--- src/rtl/branch_pc_unit.sv ---
// rtl/branch_pc_unit.sv - PC register and branch/jump resolution with halt-on-fault
// and a saturating taken-redirect counter.
module branch_pc_unit #(
  parameter logic [31:0] RESET_PC = 32'h0000_0000,
  parameter int          CNT_W    = 16
) (
  input  logic             clk,
  input  logic             rst_n,
  input  logic             pc_en,
  input  logic             branch_i,
  input  logic             jal_i,
  input  logic             jalr_i,
  input  logic [2:0]       funct3_i,
  input  logic [1:0]       comparador_code,
  input  logic [31:0]      imm_i,
  input  logic [31:0]      rs1_i,
  output logic [31:0]      pc_o,
  output logic [31:0]      pc_plus4_o,
  output logic             taken_o,
  output logic             flush_o,
  output logic             halted_o,
  output logic [1:0]       cause_o,
  input  logic             resume_i,
  output logic [CNT_W-1:0] taken_cnt_o
);

  typedef enum logic {RUN = 1'b0, HALT = 1'b1} state_t;

  state_t      state;
  logic        sel_jalr, sel_jal, sel_br;
  logic        br_cond, unsupported, redirect, misaligned, fault;
  logic [31:0] target;

  assign pc_plus4_o = pc_o + 32'd4;
  assign halted_o   = (state == HALT);

  always_comb begin
    sel_jalr    = jalr_i;
    sel_jal     = !jalr_i && jal_i;
    sel_br      = !jalr_i && !jal_i && branch_i;
    target      = sel_jalr ? ((rs1_i + imm_i) & ~32'h1) : (pc_o + imm_i);
    br_cond     = 1'b0;
    unsupported = 1'b0;
    // code 01 = equal, 00 = less-than unsigned; 11 is never a valid comparison
    case (funct3_i)
      3'b000:  br_cond = (comparador_code == 2'b01);
      3'b001:  br_cond = (comparador_code != 2'b01);
      3'b110:  br_cond = (comparador_code == 2'b00);
      3'b111:  br_cond = (comparador_code != 2'b00);
      default: unsupported = sel_br;
    endcase
    if (sel_br && comparador_code == 2'b11)
      unsupported = 1'b1;
    redirect   = sel_jalr || sel_jal || (sel_br && br_cond && !unsupported);
    misaligned = redirect && (target[1:0] != 2'b00);
    fault      = (state == RUN) && (unsupported || misaligned);
    taken_o    = (state == RUN) && redirect && !misaligned;
  end

  always_ff @(posedge clk or negedge rst_n) begin
    if (!rst_n) begin
      state       <= RUN;
      pc_o        <= RESET_PC;
      flush_o     <= 1'b0;
      cause_o     <= 2'b00;
      taken_cnt_o <= '0;
    end else begin
      flush_o <= 1'b0;
      case (state)
        RUN: begin
          if (pc_en) begin
            if (fault) begin
              state   <= HALT;
              cause_o <= unsupported ? 2'b10 : 2'b01;
            end else if (taken_o) begin
              pc_o    <= target;
              flush_o <= 1'b1;
              if (taken_cnt_o != {CNT_W{1'b1}})
                taken_cnt_o <= taken_cnt_o + CNT_W'(1);
            end else begin
              pc_o <= pc_plus4_o;
            end
          end
        end
        HALT: begin
          if (resume_i) begin
            state   <= RUN;
            pc_o    <= RESET_PC;
            cause_o <= 2'b00;
            flush_o <= 1'b1;
          end
        end
        default: state <= RUN;
      endcase
    end
  end

endmodule

--- config.mk ---
export PLATFORM = sky130hd
export DESIGN_NAME = branch_pc_unit
export DESIGN_NICKNAME = d
export VERILOG_FILES = /design/src/rtl/branch_pc_unit.sv
export SDC_FILE = /design/constraint.sdc
export NUM_CORES = 1
export LEC_CHECK = 0
export BUFFER_PORTS_ARGS = -buffer_cell sky130_fd_sc_hd__buf_2
export CAP_MARGIN = 10
export CORE_UTILIZATION = 50
export DETAILED_ROUTE_END_ITERATION = 6
export HOLD_SLACK_MARGIN = 0.1
export PLACE_DENSITY = 0.79
export SLEW_MARGIN = 20
export SYNTH_ARGS = -nofsm -noshare
export SYNTH_HDL_FRONTEND = slang
export SYNTH_SLANG_ARGS = --single-unit
--- constraint.sdc ---
create_clock -name clk -period 6.6 [get_ports clk]
set_input_delay 0.66 -clock clk [delete_from_list [all_inputs] [get_ports clk]]
set_output_delay 0.66 -clock clk [all_outputs]
set_load 0.05 [all_outputs]
==> results of run 1 <==
logic make-up (layout without fill, tap and decap cells):
| family | Yosys count | count (layout) |
|---|---|---|
| adder cells (fa/ha/maj) | 65 | 65 |
| XOR/XNOR | 95 | 95 |
| multiplexers | 9 | 9 |
| AO/OA/AOI/OAI | 302 | 302 |
| AND/OR/NAND/NOR | 299 | 299 |
| buffers and inverters | 56 | 193 |
| flip-flops | 52 | 52 |
flip-flops by register name, summed over array words and instances, names as in the netlist:
register	count
cause_o	2
taken_cnt_o	16
pc_o	32
halted_o	1
flush_o	1
routing by layer:
layer | routed length (um) | vias up
met2 | 9440 | 350
met5 | 0 | -
met3 | 1540 | 35
li1 | - | 3525
met1 | 9630 | 3477
met4 | 537 | 0
Yosys cell counts (all sizes together) (9+ instances only):
cell type  count  share of area (%)
a211oi        18                2.2
xor2          32                4.1
xnor2         63                8.1
inv           23                1.3
and3          25                2.3
a31oi         17                1.9
o21ai         51                3.7
o21a          13                1.4
nand3         37                2.7
clkbuf        21                1.2
a21o          34                3.7
o31ai          9                1.2
o21bai         9               0.99
ha            63                 12
nand2         94                5.3
nand4         13                1.2
a21oi         90                7.1
dfrtp         52                 19
o211ai         9               0.99
nor3          17                1.4
nor2b         12                1.1
buf           12                1.0
nor2          59                3.4
cell type report:
| class | count | area share [%] |
|---|---|---|
| Multi-Input combinational cell | 770 | 67.1 |
| Sequential cell | 52 | 16.5 |
| Tap cell | 176 | 2.79 |
| Inverter | 23 | 1.09 |
| Clock inverter | 3 | 0.587 |
| Timing Repair Buffer | 162 | 10.3 |
| Clock buffer | 5 | 1.59 |
layout by cell type (no fill, tap or decap), types with 9 or more instances in the layout:
cell type / count
o21bai_1: 9
a31oi_1: 15
inv_1: 22
xnor2_1: 63
a211oi_1: 16
buf_2: 160
and3_1: 25
o21ai_0: 33
ha_1: 63
nand4_1: 13
o21a_1: 13
o21ai_1: 18
nand2_1: 93
nand3_1: 37
a21oi_1: 85
dfrtp_1: 52
xor2_1: 32
o211ai_1: 9
nor3_1: 16
nor2_1: 57
nor2b_1: 12
a21o_1: 34
worst max-delay path, cell delays in order:
cell     delay [ns]
buf_2          0.12
ha_1           0.23
fa_1           0.45
or2_2          0.34
o31ai_4        0.58
nand2_4        0.27
inv_2          0.30
buf_2          0.34
through the flow:
step / worst slack [ns] / power (mW) / util [%] / hold slack (ns) / instance area, um2
finish: 2.65 / 3.22 / 59.3 / 0.488 / 7890
global route: 2.52 / 3.41 / 59.3 / 0.518 / 7890
CTS: 2.67 / 3.18 / 59.3 / 0.492 / 7890
detailed placement: 2.62 / 2.86 / 58.0 / 0.479 / 7710
global placement: 2.71 / 2.85 / 58.0 / 0.475 / 7710
floorplan: 3.18 / 2.32 / - / 0.364 / 6830
path summary, 6_finish.rpt:
check                           startpoint         endpoint  slack [ns]  cells after the start
max in group asynchronous            rst_n         pc_o[17]        5.65                      2
setup / recovery                  imm_i[0]          taken_o        2.65                      8
hold reg to reg            taken_cnt_o[10]  taken_cnt_o[10]        0.49                      1
hold / removal                       rst_n   taken_cnt_o[4]        0.49                      2
min in group clk           taken_cnt_o[10]  taken_cnt_o[10]        0.49                      1
setup reg to reg                   pc_o[0]         pc_o[31]        2.98                     12
power groups by stage:
stage | Clock, mW | Sequential [mW] | Combinational [mW]
after floorplan | 0 | 0.894 | 1.43
after global placement | 0 | 0.626 | 2.23
after detailed placement | 0 | 0.624 | 2.24
after CTS | 0.308 | 0.623 | 2.25
after global routing | 0.325 | 0.646 | 2.44
final | 0.309 | 0.631 | 2.28
==> results summary, run 1 <==
The flow ran to the end, and the final reports show no timing, DRC or antenna violations. The compound-gate portion of the synthesized area is around 30%. The synthesized flop and latch total came out at 52. The H-tree depth came out at 2. For this design the total switching power over the nets is about 1.9 mW.

The part of the power in combinational logic came out at between 70 and 80%. The fraction of the cycle the final worst path needs is between 50% and 60%. The CTS sink count is 52. The final hold violation count is 0.

Counting the buffers created by CTS gives 5. The count of different cell masters after synthesis came out at 82. Measured against its own limit, the worst slew margin works out to between 30% and 40%. The global route total overflow is 0.

At the end of routability-driven placement, the weighted congestion stood at 0.966. The maximum fanout encountered on the critical timing path is 17. The sequential cells in the finished layout cover a total of between 0.001 and 0.0015 mm2.

Of the synthesized area, sequential elements account for around a fifth. Summed over all nets, the half-perimeter wirelength after detailed placement is 16.6 mm. The diode insertion count for antenna repair is 0. The count of nets after finishing came out at approximately 1,200. In this run the remaining antenna-violating nets after routing total 0. Measured along the y axis, the die boundary spans approximately 120 um. The residual DRC count is 0. The xor and xnor fraction of the mapped netlist area came out at between 10% and 20%. In the synthesized netlist, the number of instances is between 800 and 900. The number of I/O port buffers came out at 160.

The final critical path time including I/O delays and setup is 3.95 ns. The net count after synthesis is approximately 1,000. Setup repair after global routing left no endpoint under its margin. The TritonCTS clock tree is done. The routed via count divided by cell count is 6.20. Yosys mapped a number of flops with a built-in enable equal to 0. The layer flagged by global routing as most heavily used is met2. The global-route total usage across every layer came out at just under 30%. The main combinational cell family by area after synthesis is compound AO/OA/AOI/OAI gates. The area enclosed by the die boundary is around 0.014 mm2.

The arrival time at the worst endpoint is between 3 and 4 ns. On the final layout, the worst clock skew is ~0.016 ns. The aggregate negative setup slack came out at 0 ns.

The arithmetic-cell share of the synthesized area counting full adders, half adders and majority gates is between 10% and 20%. The iteration count of the initial detailed-routing pass came out at 7. The proportion of total power due to net switching came out at about three fifths.

The fraction of met1 tracks used by global routing came out at a little over two fifths. Summing the areas of all and, or, nand and nor instances in the mapped netlist gives around 22% of the synthesized area. The average wire length per cell after detail routing is around 18 um. The number of cell rows is 42.

The clock insertion delay at the later pin of the skew report is 0.30 ns. The pin count of the biggest net entering global routing is 53. Per report_power, the clock group accounts for 9.6% of the total. The worst setup path is of the primary input to primary output kind.

The worst IR drop on VDD is 0.279 mV. The number of gates resized after cts is 0. The initial antenna violation count is 0.

The worst endpoint required time came out at approximately 5.9 ns. The post-synthesis instance area came out at 0.00683 mm2. The core box area is roughly 0.013 mm2.

Internal power comes to between 1 and 1.5 mW. The area added between synthesis and finish came out at 15.5%. After the first detailed-routing iteration, the DRC count stood at between 600 and 700. The register clock-pin slew on the reported worst setup and hold paths is around 0.07 ns. The via total after detailed routing is between 7,000 and 8,000. The count of filler cells inserted in the layout is roughly 1,300. At the pin with the least slew margin, the transition time is around 0.94 ns. The die width is roughly 120 um. Post-CTS timing repair inserted 0 buffers for setup. The via count of the first global-routing pass came to 6,821. The count of pins over their slew limit came out at 0.

In the final layout, the share of cells above drive strength 1 is 19.1%. Dividing total power by cell area gives a power density of ~410 mW/mm2. Of all flip-flops after synthesis, the portion carrying an async set or reset was 100%. The register share of total power is approximately a fifth. Summing all multi-input logic gate instances after layout gives between 0.005 and 0.006 mm2. The I/O pin count came out at between 150 and 200.

The leakage power of the design came out at 3.82 nW. The min-delay analysis places its worst path in the category primary input to async pin. The number of instances in the placed design is between 1,000 and 1,500. The post-synthesis mux area share is between 1 and 1.5%. The average instance area after synthesis came out at 7.78 um2. The met2 routing resource usage after global routing came out at roughly 47%. STA classifies the critical path startpoint as a primary input. The clock root buffer is clkbuf_16. For this run, the number of standard cells in the final layout without fillers is between 1,000 and 1,500.

Global routing used under 10% of the available met3 tracks. The kind of end point of the critical path is a primary output. During synthesis, Yosys emitted a total of 0 warnings.

The max capacitance violation total is 0. The final wirelength came out at ~21 mm. The worst-case clock buffer depth came out at 2. Once the floorplan was initialized, standard cells occupied just over 50% of the core. The first-pass GRT wire length is 34.3 mm. The maximum clock rate came out at around 250 MHz. In the synthesized netlist the dominant register cell turns out to be dfrtp_1. The cts-stage hold buffer count came out at 0.

The number of endpoints failing setup at the final stage is 0.
(Power assumes the default switching activity.)
==> run 2: changes to the inputs <==
==> constraint.sdc (replaced) <==
create_clock -name clk -period 4.1 [get_ports clk]
set_input_delay 0.41 -clock clk [delete_from_list [all_inputs] [get_ports clk]]
set_output_delay 0.41 -clock clk [all_outputs]
set_load 0.05 [all_outputs]
==> results summary, run 2 (synthesis results as in run 1) <==
The count of filler cells inserted in the layout came out at 1,223 (-3.0%). The aggregate negative setup slack came to 0 ns (unchanged). The via count of the first global-routing pass came to 6,702 (-1.7%).

The register clock-pin slew on the reported worst setup and hold paths is 0.07 ns (about the same). The area enclosed by the die boundary was 0.0141 mm2 (unchanged). The fraction of the cycle the final worst path needs is just over 80%. The global-route total usage across every layer is 30.3% (+0.44 points). The final setup skew is 0.0110 ns (-0.00548 ns). The number of instances in the placed design is 1,188 (+0.42%).

The placed standard-cell area was 0.00775 mm2 (+0.49%). The post-route worst hold slack came out at 0.235 ns (-0.253 ns). The clock root buffer is clkbuf_16. The largest registers in the layout are pc_o x32, taken_cnt_o x16, cause_o x2. The flip-flop count of the largest register after layout is 32 (unchanged).

The number of I/O port buffers is 160 (unchanged). The total power draw came out at 5.12 mW (+59%). The worst hold-check path type is primary input to async pin. The worst-case clock buffer depth is 2 (unchanged). The initial antenna violation count is 0 (unchanged). The residual antenna-violating net count after detailed routing is 0 (unchanged).

The number of cell rows is 42 (unchanged). The max capacitance violation total is 0 (unchanged). The average wire length per cell after detail routing came out at 18.0 um (+1.1%). The via total after detailed routing is 7,405 (+0.24%). The most common cell after layout, fill and taps aside is buf_2. After layout, the minimum clock period comes to about 3.4 ns. The global placement routability congestion is 0.973 (+0.74%). The arrival time at the worst endpoint was 3.00 ns (-0.29 ns). The number of endpoints failing setup at the final stage came to 0 (unchanged).

The H-tree depth came to 2 (unchanged). The maximum fanout encountered on the critical timing path was 17 (unchanged). The pin count of the biggest net entering global routing came out at 53 (unchanged). The worst-margin pin slew was 0.704 ns (-0.239 ns). The global route total overflow came out at 0 (unchanged). The leakage power of the design is 3.84 nW (+0.40%). The register with the most flip-flops is pc_o. The HPWL after detailed placement came to 17.1 mm (+2.5%).

The critical path in this run is classified as register to primary output. The first-pass GRT wire length was 34.4 mm (+0.44%). In the layout the commonest cells are buf_2 (160), nand2_1 (93), a21oi_1 (85), xnor2_1 (63), ha_1 (63). The cts-stage hold buffer count is 0 (unchanged).

The die width is 119 um (unchanged). The maximum clock rate came out at approximately 290 MHz. The DRC violation total after the first TritonRoute iteration is 755 (+18%). The total power density per cell area came out at 648 mW/mm2 (+59%).

From synthesis to final layout, the design area changed by 15.7%. TritonCTS built the clock tree. The flow ran to the end, and the final reports show no timing, DRC or antenna violations. The clock insertion delay at the later pin of the skew report is 0.29 ns (about the same).

The area of all placed cells without fillers is 0.00790 mm2 (+0.11%). The iteration count of the initial detailed-routing pass is 5 (-2). The CTS sink count came out at 52 (unchanged). The routed via count divided by cell count came out at 6.19 (-0.18%). The core occupancy in the finished layout was 59.4% (+0.066 points). The starting density of the core came out at 51.3% (unchanged).

The diode insertion count for antenna repair came out at 0 (unchanged). The number of buffers added by the clock tree synthesis step was 5 (unchanged). The headroom to the max-slew limit is 53.1% (+16 points). The worst endpoint required time came out at 3.69 ns (-2.25 ns). The residual DRC count was 0 (unchanged).

The count of pins over their slew limit was 0 (unchanged). The worst IR drop on VDD came out at 0.562 mV (+100%). Setup repair after global routing left no endpoint under its margin. The count of placed standard cells in the final layout, fillers left out is 1,196 (+0.42%). The fraction of final layout cells sized beyond drive strength 1 came to 19.4% (+0.30 points). The buffers inserted during post-CTS setup optimization is 0 (unchanged). The kind of end point of the critical path is a primary output. The setup slack at placement is 0.718 ns (-1.90 ns).

The final worst setup slack came out at 0.691 ns (-1.95 ns). The worst setup path is launched from a register. The height of the chip came out at 119 um (unchanged). The final wirelength came out at 21.5 mm (+1.5%). The final hold violation count came out at 0 (unchanged). The core box area came out at 0.0133 mm2 (unchanged). The number of gates resized after cts is 0 (unchanged). The count of nets after finishing is 1,160 (+0.43%).

The I/O pin count is 161 (unchanged).
## run 2: changes by cell type in the layout (fill, tap and decap cells not counted), sizes merged
cell	previous run	this run
buf	162	167
clkinvlp	1	0
clkbuf	5	6
bufinv	1	0
clkinv	0	1
## run 2: metal layers
metal  vias to the layer above  GRT usage (%)  part of all wire [%]
li1                       3556              -                     -
met3                        36           4.41                   8.4
met5                         -              0                     0
met4                         0           8.70                   2.3
met1                      3453           43.5                    45
met2                       360           47.0                    45
## run 2: area by class of cell
class	instances	area [um2]	area share [%]
clock buffers	6	129	1.63
inverters	23	86.3	1.09
multi-input cells	770	5290	67.0
well taps	176	220	2.79
flip-flops and latches	52	1300	16.5
repair buffers	167	853	10.8
clock inverters	2	13.8	0.174
## run 2: critical path, stage by stage, from the launching register on
cell and delay (ns):
dfrtp_1 0.43, ha_1 0.24, fa_1 0.45, or2_2 0.34
o31ai_4 0.22, buf_4 0.23, nand2_4 0.17, inv_2 0.27
buf_2 0.35
## run 2: worst paths after layout
check	slack [ns]	start	cells after the start	end
worst max-delay path	0.69	pc_o[0]	8	taken_o
worst min-delay path	0.24	rst_n	2	taken_cnt_o[6]
worst max register to register	0.74	pc_o[0]	11	taken_cnt_o[12]
worst min register to register	0.49	taken_cnt_o[10]	1	taken_cnt_o[10]
max in group asynchronous	3.38	rst_n	2	taken_cnt_o[14]
min in group clk	0.45	resume_i	2	halted_o
## run 2: power breakdown
group | total, mW | internal, mW | leakage [nW] | switching [mW]
registers | 1.00 | 0.668 | 0.678 | 0.337
logic | 3.68 | 1.16 | 3.09 | 2.52
clock network | 0.431 | 0.229 | 0.0712 | 0.202
